$ cat src/rtl/read_handler_if.sv
// Read-side FIFO bus: consumer handshake, incoming write Gray pointer and
// the read-domain pointer/flag outputs.
interface read_handler_if #(
  parameter int ADRESSS_SIZE = 5
);
  logic                    read_enable;
  logic [ADRESSS_SIZE:0]   write_gpointer;
  logic [ADRESSS_SIZE-1:0] read_address;
  logic [ADRESSS_SIZE:0]   read_pointer;
  logic                    read_empty;
  logic                    read_almost_empty;
  logic [ADRESSS_SIZE:0]   read_count;
  logic                    read_underflow;

  modport slave (
    input  read_enable, write_gpointer,
    output read_address, read_pointer, read_empty, read_almost_empty,
           read_count, read_underflow
  );

  modport master (
    output read_enable, write_gpointer,
    input  read_address, read_pointer, read_empty, read_almost_empty,
           read_count, read_underflow
  );
endinterface

$ cat src/rtl/read_handler.sv
// Read-domain pointer and flag logic of an asynchronous FIFO: synchronises the
// write Gray pointer, advances the read pointer and registers the status flags.
module read_handler #(
  parameter int ADRESSS_SIZE       = 5,
  parameter int ALMOST_EMPTY_LEVEL = 2
) (
  input logic           read_clock,
  input logic           reset,
  read_handler_if.slave bus
);
  localparam int AW = ADRESSS_SIZE;
  localparam logic [AW:0] AE_LEVEL = (AW+1)'(ALMOST_EMPTY_LEVEL);

  logic [AW:0] sync1_reg, sync2_reg;
  logic [AW:0] binary_reg, gray_reg, count_reg;
  logic        empty_reg, almost_empty_reg, underflow_reg;

  logic [AW:0] wbin;
  logic        read_accept;
  logic [AW:0] binary_next, gray_next, count_next;
  logic        empty_next, almost_empty_next;

  // Gray-to-binary: each bit is the XOR of all Gray bits at or above it.
  always_comb begin
    wbin     = '0;
    wbin[AW] = sync2_reg[AW];
    for (int i = AW - 1; i >= 0; i--) begin
      wbin[i] = wbin[i+1] ^ sync2_reg[i];
    end
  end

  always_comb begin
    read_accept       = bus.read_enable && !empty_reg;
    binary_next       = binary_reg + {{AW{1'b0}}, read_accept};
    gray_next         = (binary_next >> 1) ^ binary_next;
    empty_next        = (gray_next == sync2_reg);
    count_next        = wbin - binary_next;
    almost_empty_next = (count_next <= AE_LEVEL);
  end

  always_ff @(posedge read_clock) begin
    if (reset) begin
      sync1_reg        <= '0;
      sync2_reg        <= '0;
      binary_reg       <= '0;
      gray_reg         <= '0;
      count_reg        <= '0;
      empty_reg        <= 1'b1;
      almost_empty_reg <= 1'b1;
      underflow_reg    <= 1'b0;
    end else begin
      sync1_reg        <= bus.write_gpointer;
      sync2_reg        <= sync1_reg;
      binary_reg       <= binary_next;
      gray_reg         <= gray_next;
      count_reg        <= count_next;
      empty_reg        <= empty_next;
      almost_empty_reg <= almost_empty_next;
      underflow_reg    <= bus.read_enable && empty_reg;
    end
  end

  assign bus.read_address      = binary_reg[AW-1:0];
  assign bus.read_pointer      = gray_reg;
  assign bus.read_empty        = empty_reg;
  assign bus.read_almost_empty = almost_empty_reg;
  assign bus.read_count        = count_reg;
  assign bus.read_underflow    = underflow_reg;
endmodule
$ cat src/flat_wrapper.sv
// flat-port wrapper written by rule: the top's interface ports become plain ports
module read_handler_flat 
#(
  parameter int ADRESSS_SIZE       = 5,
  parameter int ALMOST_EMPTY_LEVEL = 2
)
  (read_clock, reset, bus_read_enable, bus_write_gpointer, bus_read_address, bus_read_pointer, bus_read_empty, bus_read_almost_empty, bus_read_count, bus_read_underflow);
  read_handler_if #(.ADRESSS_SIZE(ADRESSS_SIZE)) bus_i ();
  input logic read_clock;
  input logic reset;
  input wire logic [$bits(bus_i.read_enable)-1:0] bus_read_enable;
  input wire logic [$bits(bus_i.write_gpointer)-1:0] bus_write_gpointer;
  output wire logic [$bits(bus_i.read_address)-1:0] bus_read_address;
  output wire logic [$bits(bus_i.read_pointer)-1:0] bus_read_pointer;
  output wire logic [$bits(bus_i.read_empty)-1:0] bus_read_empty;
  output wire logic [$bits(bus_i.read_almost_empty)-1:0] bus_read_almost_empty;
  output wire logic [$bits(bus_i.read_count)-1:0] bus_read_count;
  output wire logic [$bits(bus_i.read_underflow)-1:0] bus_read_underflow;
  assign bus_i.read_enable = bus_read_enable;
  assign bus_i.write_gpointer = bus_write_gpointer;
  assign bus_read_address = bus_i.read_address;
  assign bus_read_pointer = bus_i.read_pointer;
  assign bus_read_empty = bus_i.read_empty;
  assign bus_read_almost_empty = bus_i.read_almost_empty;
  assign bus_read_count = bus_i.read_count;
  assign bus_read_underflow = bus_i.read_underflow;
  read_handler #(.ADRESSS_SIZE(ADRESSS_SIZE), .ALMOST_EMPTY_LEVEL(ALMOST_EMPTY_LEVEL)) u_core (.read_clock(read_clock), .reset(reset), .bus(bus_i));
endmodule
$ cat config.mk
export PLATFORM = sky130hd
export DESIGN_NAME = read_handler_flat
export DESIGN_NICKNAME = d
export VERILOG_FILES = /design/src/rtl/read_handler_if.sv /design/src/rtl/read_handler.sv /design/src/flat_wrapper.sv
export SDC_FILE = /design/constraint.sdc
export NUM_CORES = 1
export LEC_CHECK = 0
export CORE_MARGIN = 3
export CORE_UTILIZATION = 30
export CTS_CLUSTER_DIAMETER = 100
export DETAILED_ROUTE_END_ITERATION = 7
export PLACE_DENSITY = 0.63
export SKIP_CTS_REPAIR_TIMING = 1
export SYNTH_ARGS = -nofsm -noshare
export SYNTH_HDL_FRONTEND = slang
export SYNTH_SLANG_ARGS = --single-unit
$ cat constraint.sdc
create_clock -name read_clock -period 4.2 [get_ports read_clock]
set_clock_uncertainty 0.1 [all_clocks]
set_input_delay 0.42 -clock read_clock [delete_from_list [all_inputs] [get_ports read_clock]]
set_output_delay 0.42 -clock read_clock [all_outputs]
set_load 0.02 [all_outputs]
# After elaboration in Yosys (flattened, before gate mapping)

Cells that the tools add are included.

Add/subtract/negate cells: 2
$lt $le $gt $ge: 1
Equality and inequality tests: 1
Bitwise logic cells: 6
Reductions and logical operators: 3

Operators by type and width:

| kind                 | number |
|---|---|
| $add A6 B1 Y6        | 1 |
| $eq A6 B6 Y1         | 1 |
| $le A6 B2 Y1 const B | 1 |
| $sub A6 B6 Y6        | 1 |
| $xor A5 B6 Y6        | 1 |
| $xor A1 B1 Y1        | 5 |
| $logic_and A1 B1 Y1  | 2 |
| $logic_not A1 Y1     | 1 |

Bits in registers: 33

# Depth between registers and ports, before layout

Gate-level depths: netlist (run 1).

Depth in word-level cells: 7
Gate-level depth with buffers: 12
Depth with buffers taken out: 12

# Least setup slack after synthesis (run 1)

OpenSTA, ideal clock, no wires.

Path type: register to register
Start: register u_core.sync2_reg[5]
End: register u_core.almost_empty_reg (netlist: u_core.bus.read_almost_empty)
Arrival time: 3.258 ns
Required time: 4.000 ns
Slack: 0.742 ns
Cell stages (with the launch flop): 13
Path buffers: 0
Cell sequence: dfxtp_1 > xor3_2 > xnor2_2 > xor2_1 > xor2_1 > ha_1 > inv_1 > a21oi_1 > nor2_1 > a2111oi_2 > a21oi_1 > mux2_4 > a2111oi_4

Longest elaborated chain between the ends: 7

Ends and longest elaborated chain:

| element                    | RTL line           | source |
|---|---|---|
| start: declaration         | read_handler.sv:14 | `logic [AW:0] sync1_reg, sync2_reg;` |
| start signal: assignment   | read_handler.sv:53 | `sync2_reg <= sync1_reg;` |
| $xor A1 B1 Y1 (5 in a row) | read_handler.sv:28 | `wbin[i] = wbin[i+1] ^ sync2_reg[i];` |
| $sub A6 B6 Y6 *            | read_handler.sv:37 | `count_next = wbin - binary_next;` |
| $le A6 B2 Y1 *             | read_handler.sv:38 | `almost_empty_next = (count_next <= AE_LEVEL);` |
| end signal: assignment     | read_handler.sv:58 | `almost_empty_reg <= almost_empty_next;` |
| end: declaration           | read_handler.sv:16 | `logic empty_reg, almost_empty_reg, underflow_reg;` |

Every way passes the cells marked *; elsewhere a longest branch is shown, timed or not.
A chain may end at the register's enable or synchronous reset.

# Worst setup path in the final report (run 1)

Same ends and word-level chain as after synthesis.

==> results.py, run 1 <==
metrics = {
    "clock_network": {
        "numCtsBuffers": 5,
        "clock_latency_ns": 0.28,
        "htree_num_levels": 2,
        "cts_sinks": 32,
        "cts_tree": "done",
        "cts_max_path_buffers": 2,
        "cts-root-buf": "clkbuf_8",
        "path_clk_slew_ns": 0.06,
    },
    "global_routing": {
        "grt_first_pass_wirelength_mm": 3.97,
        "antenna_found_initial": 0,
        "gr-total-overflow": 0,
        "grt_pass1_vias": 828,
        "grt_max_degree": 32,
        "grt_usage_pct": 9.90,
    },
    "run_status": {
        "outcome": "finished, final reports clean",
    },
    "setup_path": {
        "reg2reg_slack_ns": 0.48,
        "regToRegEndpoint": "u_core.bus.read_almost_empty",
        "arrival_ns": 3.81,
        "critPathRequiredTime_ns": 4.29,
        "r2r_cells": 12,
        "r2r_start": "u_core.sync2_reg[5]",
        "end_kind": "flip-flop",
        "crit_type": "reg2reg",
        "start_kind": "flip-flop",
        "cp_max_fo": 5,
    },
    "place": {
        "placed_area_mm2": 0.00178,
        "dpl_worst_slack_ns": 0.455,
        "dp_hpwl_mm": 1.81,
        "port_buffers": 28,
        "place_congestion": 0.781,
    },
    "timing": {
        "hold_viol_final": 0,
        "final.setup.worst_slack_ns": 0.480,
        "finalSetupTns_ns": 0,
        "slew_viol_final": 0,
        "worst_pin_slew_ns": 0.480,
        "period_needed_ns": 3.72,
        "rsz0062_at_grt": "false",
        "fmax_mhz": 269,
        "setup_viol": 0,
        "hold_slack_ns": 0.333,
        "relSlewSlack_pct": 67.8,
        "period_share_pct": 88.6,
    },
    "pwr": {
        "power.density_mw_per_mm2": 413,
        "ir_drop_v": 0.000128,
        "leakage_nw": 0.742,
    },
    "yosys": {
        "synthAdderAreaFrac_pct": 5.60,
        "synth_nets": 157,
        "yosysSeqAreaShare_pct": 44.8,
        "synth_cell_types": 31,
        "synthMuxAreaShare_pct": 3.24,
        "ys_ff_latch": 32,
        "netlist_instances": 143,
        "synth_xor_area_share_pct": 18.7,
        "synth_area_mm2": 0.00143,
        "yosys.area_share.simple_pct": 18.0,
        "synth-compound-area-share_pct": 7.53,
        "yosys_warnings": 0,
        "synth_top_family_by_area": "XOR/XNOR gates",
        "syn_avg_cell_area_um2": 9.99,
    },
    "layout": {
        "post-route-util_pct": 41.9,
        "area_delta_synth_final_pct": 31.3,
        "final_common_cell": "dfxtp_1",
        "layout.nets": 191,
        "final_cell_mix": "dfxtp_1 (32), clkdlybuf4s50_1 (28), nor2_1 (22)",
        "finish.instance_area_mm2": 0.00188,
        "antenna_cells": 0,
        "drive_above_1_share_pct": 10.7,
    },
    "routing": {
        "vias_per_cell": 4.39,
        "detail-route-antenna-nets": 0,
        "drc": 0,
        "drt-initial-drc-count": 63,
        "wl_mm": 2.49,
        "wl_per_cell_um": 10.9,
        "firstDrtPassIters": 4,
        "via_count": 1005,
    },
    "die": {
        "initial_core_util_pct": 31.9,
        "die_area_mm2": 0.00563,
        "core_area_mm2": 0.00447,
        "die_x_um": 75.0,
        "ios": 29,
        "rows": 24,
        "die_h_um": 75.0,
    },
    "flow_run": {
        "cap_violations": 0,
    },
    "worst_hold_path": {
        "hold_path_class": "reg2reg",
        "worstHoldStart": "u_core.sync1_reg[3]",
        "holdPathEnd": "u_core.sync2_reg[3]",
        "hold_depth": 1,
    },
}
routing by layer:
metal	global-route usage (%)	up-vias	wire length (µm)
met5	0	-	0
met4	4.74	0	57
met3	4.94	5	168
met2	14.0	28	1080
met1	12.5	445	1180
li1	-	527	-
cell families (layout without fill, tap and decap cells):
family	count (synthesis)	after routing
adders and majority gates	6	6
AOI/OAI and AO/OA	13	13
buffers and inverters	8	42
and+or+nand+nor	54	54
muxes	4	4
xor gates and xnor gates	26	26
DFF	32	32
critical path, stage by stage (launching register included):
cell	delay (ns)
dfxtp_1	0.43
xor3_2	0.54
xnor2_2	0.25
xor2_1	0.35
xor2_1	0.19
ha_1	0.20
inv_1	0.05
a21oi_1	0.36
nor2_1	0.09
a2111oi_2	0.35
a21oi_1	0.09
mux2_4	0.33
a2111oi_4	0.30
power breakdown:
group / leakage [nW] / internal [mW] / switching (mW)
registers: 0.263 / 0.328 / 0.00857
logic: 0.428 / 0.0941 / 0.0933
clock network: 0.0503 / 0.146 / 0.105
through the flow:
| step | power (mW) | cells |
|---|---|---|
| finish | 0.775 | 229 |
| global route | 0.818 | 229 |
| CTS | 0.786 | 229 |
| detailed placement | 0.532 | 222 |
| global placement | 0.533 | 222 |
| floorplan | 0.470 | 143 |
worst max path at each step:
stage                              from                            to  slack [ns]  cells past startpoint
floorplan           u_core.sync2_reg[5]  u_core.bus.read_almost_empty        0.74                     12
global placement        bus_read_enable  u_core.bus.read_almost_empty        0.47                     12
detailed placement      bus_read_enable  u_core.bus.read_almost_empty        0.45                     12
CTS                 u_core.sync2_reg[5]  u_core.bus.read_almost_empty        0.44                     12
global route        u_core.sync2_reg[5]  u_core.bus.read_almost_empty        0.13                     12
finish              u_core.sync2_reg[5]  u_core.bus.read_almost_empty        0.48                     12
final cells by class:
| cell class | instances | area [µm²] |
|---|---|---|
| well taps | 52 | 65.1 |
| fillers | 450 | 2600 |
| flip-flops and latches | 32 | 641 |
| multi-input cells | 103 | 757 |
| repair buffers | 31 | 303 |
| inverters | 4 | 15.0 |
| clock buffers | 7 | 96.3 |
synth_stat cells (all sizes together):
master	count	area (µm²)
xor2	11	104
o211ai	1	7.51
ha	4	50.1
nor2	22	82.6
maj3	1	10.0
nand2	8	30.0
or3	1	6.26
and3	2	12.5
dfxtp	32	641
buf	1	5.00
nand2b	1	6.26
a2111oi	2	42.5
a21oi	5	28.8
fa	1	20.0
xor3	1	25.0
nor3	1	5.00
nor2b	14	87.6
mux2	2	26.3
and2	1	6.26
xnor2	14	138
o21ai	4	20.0
mux2i	2	20.0
inv	4	15.0
a31o	1	8.76
nand3	4	20.0
clkbuf	3	11.3
(Power assumes the default switching activity.)
==> inputs of run 2 (changes only) <==
--- a/config.mk
+++ b/config.mk
@@ -8,4 +8,5 @@
 export CORE_MARGIN = 3
 export CORE_UTILIZATION = 30
+export CTS_BUF_LIST = sky130_fd_sc_hd__clkbuf_16
 export CTS_CLUSTER_DIAMETER = 100
 export DETAILED_ROUTE_END_ITERATION = 7
==> constraint.sdc (replaced) <==
create_clock -name read_clock -period 4.2 [get_ports read_clock]
set_clock_uncertainty 0.1 [all_clocks]
set_input_delay 1.26 -clock read_clock [delete_from_list [all_inputs] [get_ports read_clock]]
set_output_delay 1.26 -clock read_clock [all_outputs]
set_load 0.02 [all_outputs]
==> run 2 against run 1 <==
  * Worst hold slack lost 0.0017 ns
  * Fmax shrank 5.4%
  * Sequential share of layout area shrank 2.2 points
  * Clock power grew 30%
  * Worst setup slack lost 0.21 ns
  * Highest routed layer unchanged
  * Critical path type is now in2reg
==> results.py, run 2 (synthesis results as in run 1) <==
metrics = {
    "setup_path": {
        "crit_start": "bus_read_enable",
        "critPathRequiredTime_ns": 4.27,
        "arrival_ns": 4.00,
        "crit_type": "in2reg",
        "r2r_start": "u_core.sync2_reg[5]",
        "cp_max_fo": 4,
        "end_kind": "flip-flop",
        "start_kind": "input port",
        "path_delay_family": "compound AO/OA/AOI/OAI gates",
        "cpMostUsedCell": "ha_1",
        "cp_num_buf_inv": 2,
        "crit_slowest_cell": "clkdlybuf4s50_1",
        "cpPeakStageDelay_ns": 0.41,
        "crit_path_cell_trace": "clkdlybuf4s50_1 -> nor2b_1 -> ha_1 -> ha_1 -> inv_1 -> ha_1 -> a21oi_2 -> nor2_1 -> a2111oi_2 -> a21oi_1 -> mux2_4 -> a2111oi_4",
    },
    "timing": {
        "relSlewSlack_pct": 73.9,
        "slew_viol_final": 0,
        "fmax_mhz": 254,
        "finalSetupTns_ns": 0,
        "hold_viol_final": 0,
        "rsz0062_at_grt": "false",
        "hold_slack_ns": 0.332,
        "period_share_pct": 93.6,
        "period_needed_ns": 3.93,
        "worst_pin_slew_ns": 0.387,
        "setup_viol": 0,
    },
    "layout": {
        "fillers": 420,
        "antenna_cells": 0,
        "finish.instance_area_mm2": 0.00200,
        "drive_above_1_share_pct": 15.3,
        "multi_input_area_um2": 761,
        "final_common_cell": "dfxtp_1",
        "layout.nets": 202,
        "area_delta_synth_final_pct": 40.2,
        "ff_latch_area_um2": 641,
        "final_cell_mix": "dfxtp_1 (32), clkdlybuf4s50_1 (28), nor2_1 (22)",
    },
    "clock_network": {
        "cts_tree": "done",
        "cts-root-buf": "clkbuf_16",
        "path_clk_slew_ns": 0.05,
        "htree_num_levels": 2,
        "numCtsBuffers": 5,
        "cts_max_path_buffers": 2,
        "cts_sinks": 32,
        "clock_latency_ns": 0.27,
    },
    "worst_hold_path": {
        "worstHoldStart": "u_core.sync1_reg[2]",
        "hold_path_class": "reg2reg",
    },
    "routing": {
        "wl_mm": 2.69,
        "drt-initial-drc-count": 32,
        "wl_per_cell_um": 11.2,
        "vias_per_cell": 4.46,
        "drc": 0,
        "via_count": 1075,
        "firstDrtPassIters": 4,
        "detail-route-antenna-nets": 0,
    },
    "pwr": {
        "power.share.switching_pct": 25.5,
        "pwr-share-seq_pct": 39.3,
        "power.internal_mw": 0.643,
        "power.density_mw_per_mm2": 431,
        "pwr-share-clk_pct": 37.8,
        "p_sw_mw": 0.220,
        "leakage_nw": 0.818,
        "comb_power_share_pct": 23.0,
        "power.total_mw": 0.864,
        "ir_drop_v": 0.000154,
    },
    "place": {
        "dp_hpwl_mm": 2.04,
        "placed_area_mm2": 0.00186,
        "place_congestion": 0.858,
        "port_buffers": 28,
    },
    "global_routing": {
        "gr-total-overflow": 0,
        "grt_pass1_vias": 995,
        "antenna_found_initial": 0,
        "grt_first_pass_wirelength_mm": 4.42,
        "grt_max_degree": 32,
        "grt_usage_pct": 10.8,
    },
    "run_status": {
        "outcome": "finished, final reports clean",
    },
    "die": {
        "initial_core_util_pct": 31.9,
        "die_h_um": 75.0,
        "core_area_mm2": 0.00447,
        "ios": 29,
        "die_area_mm2": 0.00563,
        "die_x_um": 75.0,
        "rows": 24,
    },
    "flow_run": {
        "cap_violations": 0,
    },
}
[run 2: final timing paths]
check / to / slack (ns) / cells past startpoint
max: u_core.bus.read_almost_empty / 0.27 / 12
min: u_core.sync2_reg[2] / 0.33 / 1
max reg2reg: u_core.bus.read_almost_empty / 0.64 / 12
min reg2reg: u_core.sync2_reg[2] / 0.33 / 1
[run 2: power groups by stage]
stage	sequential (mW)	clock, mW	combinational [mW]
global route	0.341	0.343	0.216
detailed placement	0.345	0	0.196
floorplan	0.368	0	0.103
CTS	0.339	0.337	0.198
global placement	0.344	0	0.196
finish	0.339	0.326	0.198
[run 2: metal layers]
metal | GRT usage (%) | share of wire (%) | vias up
met2 | 18.1 | 48 | 34
met5 | 0 | 0 | -
met1 | 12.0 | 43 | 483
met3 | 3.34 | 6.5 | 5
met4 | 6.52 | 2.2 | 0
li1 | - | - | 553
[run 2: worst register-to-register path, stage by stage, from the launching register on]
cell	delay, ns
dfxtp_1	0.42
xor3_2	0.54
xnor2_2	0.25
xor2_1	0.34
xor2_1	0.19
ha_1	0.21
inv_1	0.06
a21oi_2	0.21
nor2_1	0.08
a2111oi_2	0.32
a21oi_1	0.09
mux2_4	0.32
a2111oi_4	0.31
[run 2: final cells by class]
cell class | count | share of cell area [%]
Sequential cell | 32 | 32.0
Multi-Input combinational cell | 103 | 38.0
Clock buffer | 5 | 6.25
Inverter | 4 | 0.750
Tap cell | 52 | 3.25
Timing Repair Buffer | 42 | 19.2
Clock inverter | 3 | 0.562
[run 2: stage by stage]
stage / std cells / utilization [%] / worst slack (ns)
global placement: 233 / 41.6 / -0.0549
finish: 241 / 44.8 / 0.268
global route: 241 / 44.8 / 0.0660
floorplan: 143 / - / 0.200
detailed placement: 233 / 41.6 / -0.0895
CTS: 241 / 44.7 / 0.178
==> inputs of run 3 (changes only) <==
- CORE_MARGIN: 3 -> default
- TNS_END_PERCENT: default -> 100
==> run 3 against run 2 <==
  * Final area decreased by 0.75%
  * Register-to-register slack got worse by 0.04 ns
  * First-iteration DRC count is 97% higher
  * Die area decreased by 10%
  * Routed wire length is 0.74% lower
  * Count of clock-buffer cells in the layout is the same
  * Non-clock buffer count is 2 lower
  * Sequential share of layout area grew 0.24 points
  * Worst hold slack worse by 0.0022 ns
  * Utilization shrank 0.34 points
  * Highest routed layer unchanged
==> results.py, run 3 (synthesis results as in run 1) <==
metrics = {
    "pwr": {
        "power.total_mw": 0.864,
        "power.density_mw_per_mm2": 435,
        "ir_drop_v": 0.000162,
        "leakage_nw": 0.807,
    },
    "routing": {
        "vias_per_cell": 4.37,
        "wl_per_cell_um": 11.2,
        "via_count": 1044,
        "firstDrtPassIters": 6,
        "wl_mm": 2.67,
        "drt-initial-drc-count": 63,
        "drc": 0,
        "detail-route-antenna-nets": 0,
    },
    "setup_path": {
        "crit_start": "bus_read_enable",
        "cpMostUsedCell": "ha_1",
        "r2r_cells": 12,
        "cpPeakStageDelay_ns": 0.42,
        "r2r_start": "u_core.sync2_reg[5]",
        "critPathRequiredTime_ns": 4.28,
        "crit_path_cell_trace": "clkdlybuf4s50_1 -> nor2b_1 -> ha_1 -> ha_1 -> inv_1 -> ha_1 -> a21oi_2 -> nor2_1 -> a2111oi_2 -> a21oi_1 -> mux2_4 -> a2111oi_4",
        "reg2reg_slack_ns": 0.60,
        "arrival_ns": 4.04,
        "crit_slowest_cell": "clkdlybuf4s50_1",
        "cp-endpoint": "u_core.bus.read_almost_empty",
        "crit_type": "in2reg",
        "cp_max_fo": 4,
        "regToRegEndpoint": "u_core.bus.read_almost_empty",
        "start_kind": "input port",
        "end_kind": "flip-flop",
    },
    "place": {
        "dp_hpwl_mm": 2.00,
        "dp_cells": 231,
        "port_buffers": 28,
        "place_congestion": 0.800,
    },
    "clock_network": {
        "cts_sinks": 32,
        "clock_latency_ns": 0.27,
        "path_clk_slew_ns": 0.05,
        "cts-root-buf": "clkbuf_16",
        "numCtsBuffers": 5,
        "cts_max_path_buffers": 2,
        "cts_tree": "done",
        "htree_num_levels": 2,
    },
    "timing": {
        "relSlewSlack_pct": 71.9,
        "hold_viol_final": 0,
        "slew_viol_final": 0,
        "worst_pin_slew_ns": 0.417,
        "period_needed_ns": 3.96,
        "period_share_pct": 94.3,
        "rsz0062_at_grt": "false",
        "fmax_mhz": 252,
        "setup_viol": 0,
    },
    "global_routing": {
        "gr-total-overflow": 0,
        "grt_pass1_vias": 977,
        "antenna_found_initial": 0,
        "grt_first_pass_wirelength_mm": 4.58,
        "grt_usage_pct": 12.4,
        "grt_max_degree": 32,
    },
    "die": {
        "core_area_mm2": 0.00447,
        "initial_core_util_pct": 31.9,
        "die_h_um": 71.0,
        "ios": 29,
        "rows": 24,
        "die_x_um": 71.0,
        "die_area_mm2": 0.00504,
    },
    "run_status": {
        "outcome": "finished, final reports clean",
    },
    "layout": {
        "fillers": 440,
        "finalNonFillerCells": 239,
        "antenna_cells": 0,
        "final_common_cell": "dfxtp_1",
        "ff_latch_area_um2": 641,
        "drive_above_1_share_pct": 14.4,
        "area_delta_synth_final_pct": 39.1,
        "layout.nets": 200,
        "post-route-util_pct": 44.4,
        "final_cell_mix": "dfxtp_1 (32), clkdlybuf4s50_1 (28), nor2_1 (22)",
        "multi_input_area_um2": 761,
    },
    "flow_run": {
        "cap_violations": 0,
    },
    "worst_hold_path": {
        "hold_path_class": "reg2reg",
    },
}
==> run 3: changes by cell type in the layout (fill, tap and decap cells not counted), sizes merged <==
cell	change
buf	-2
==> run 3: worst min-delay path by stage <==
stage                        start             endpoint  slack (ns)  depth (start not counted)
2_1_floorplan  u_core.sync1_reg[0]  u_core.sync2_reg[0]        0.31                          1
3_3_place_gp   u_core.sync1_reg[2]  u_core.sync2_reg[2]        0.32                          1
3_5_place_dp   u_core.sync1_reg[3]  u_core.sync2_reg[3]        0.32                          1
4_1_cts        u_core.sync1_reg[3]  u_core.sync2_reg[3]        0.33                          1
5_1_grt        u_core.sync1_reg[4]  u_core.sync2_reg[4]        0.36                          1
6_report       u_core.sync1_reg[2]  u_core.sync2_reg[2]        0.33                          1
==> run 3: per-stage QoR <==
stage / cell area, µm² / TNS, ns / hold slack, ns / setup slack (ns)
2_1_floorplan: 1430 / 0 / 0.314 / 0.200
5_1_grt: 1990 / 0 / 0.357 / 0.0456
3_3_place_gp: 1850 / -0.0554 / 0.320 / -0.0554
6_report: 1990 / 0 / 0.329 / 0.238
4_1_cts: 1980 / 0 / 0.332 / 0.166
3_5_place_dp: 1850 / -0.103 / 0.320 / -0.103
==> run 3: worst max-delay path, delay by kind of cell <==
family	cells	cell delay (ns)
buffers and inverters	2	0.48
AO/OA/AOI/OAI	4	0.97
adder cells (fa/ha/maj)	3	0.80
multiplexers	1	0.33
AND/OR/NAND/NOR	2	0.22
==> run 3: cell type report <==
cell class	count	area share, %
inverter	4	0.755
timing repair buffer	40	18.6
multi-input combinational	103	38.3
clock buffer	5	6.29
tap	52	3.27
sequential	32	32.2
clock inverter	3	0.566
==> run 3: where the power goes <==
group          switching [mW]  total [mW]  leakage, nW  internal [mW]
Sequential            0.00874       0.338        0.263          0.329
Combinational          0.0975       0.198        0.471          0.101
Clock                   0.116       0.328       0.0738          0.212
Total                   0.222       0.864        0.807          0.642
==> run 3: routing by layer <==
layer / global-route usage [%] / vias up / part of all wire (%)
met5: 0 / - / 0
met4: 6.67 / 0 / 2.0
met3: 4.13 / 5 / 4.8
met2: 21.0 / 29 / 49
met1: 13.6 / 459 / 44
li1: - / 551 / -
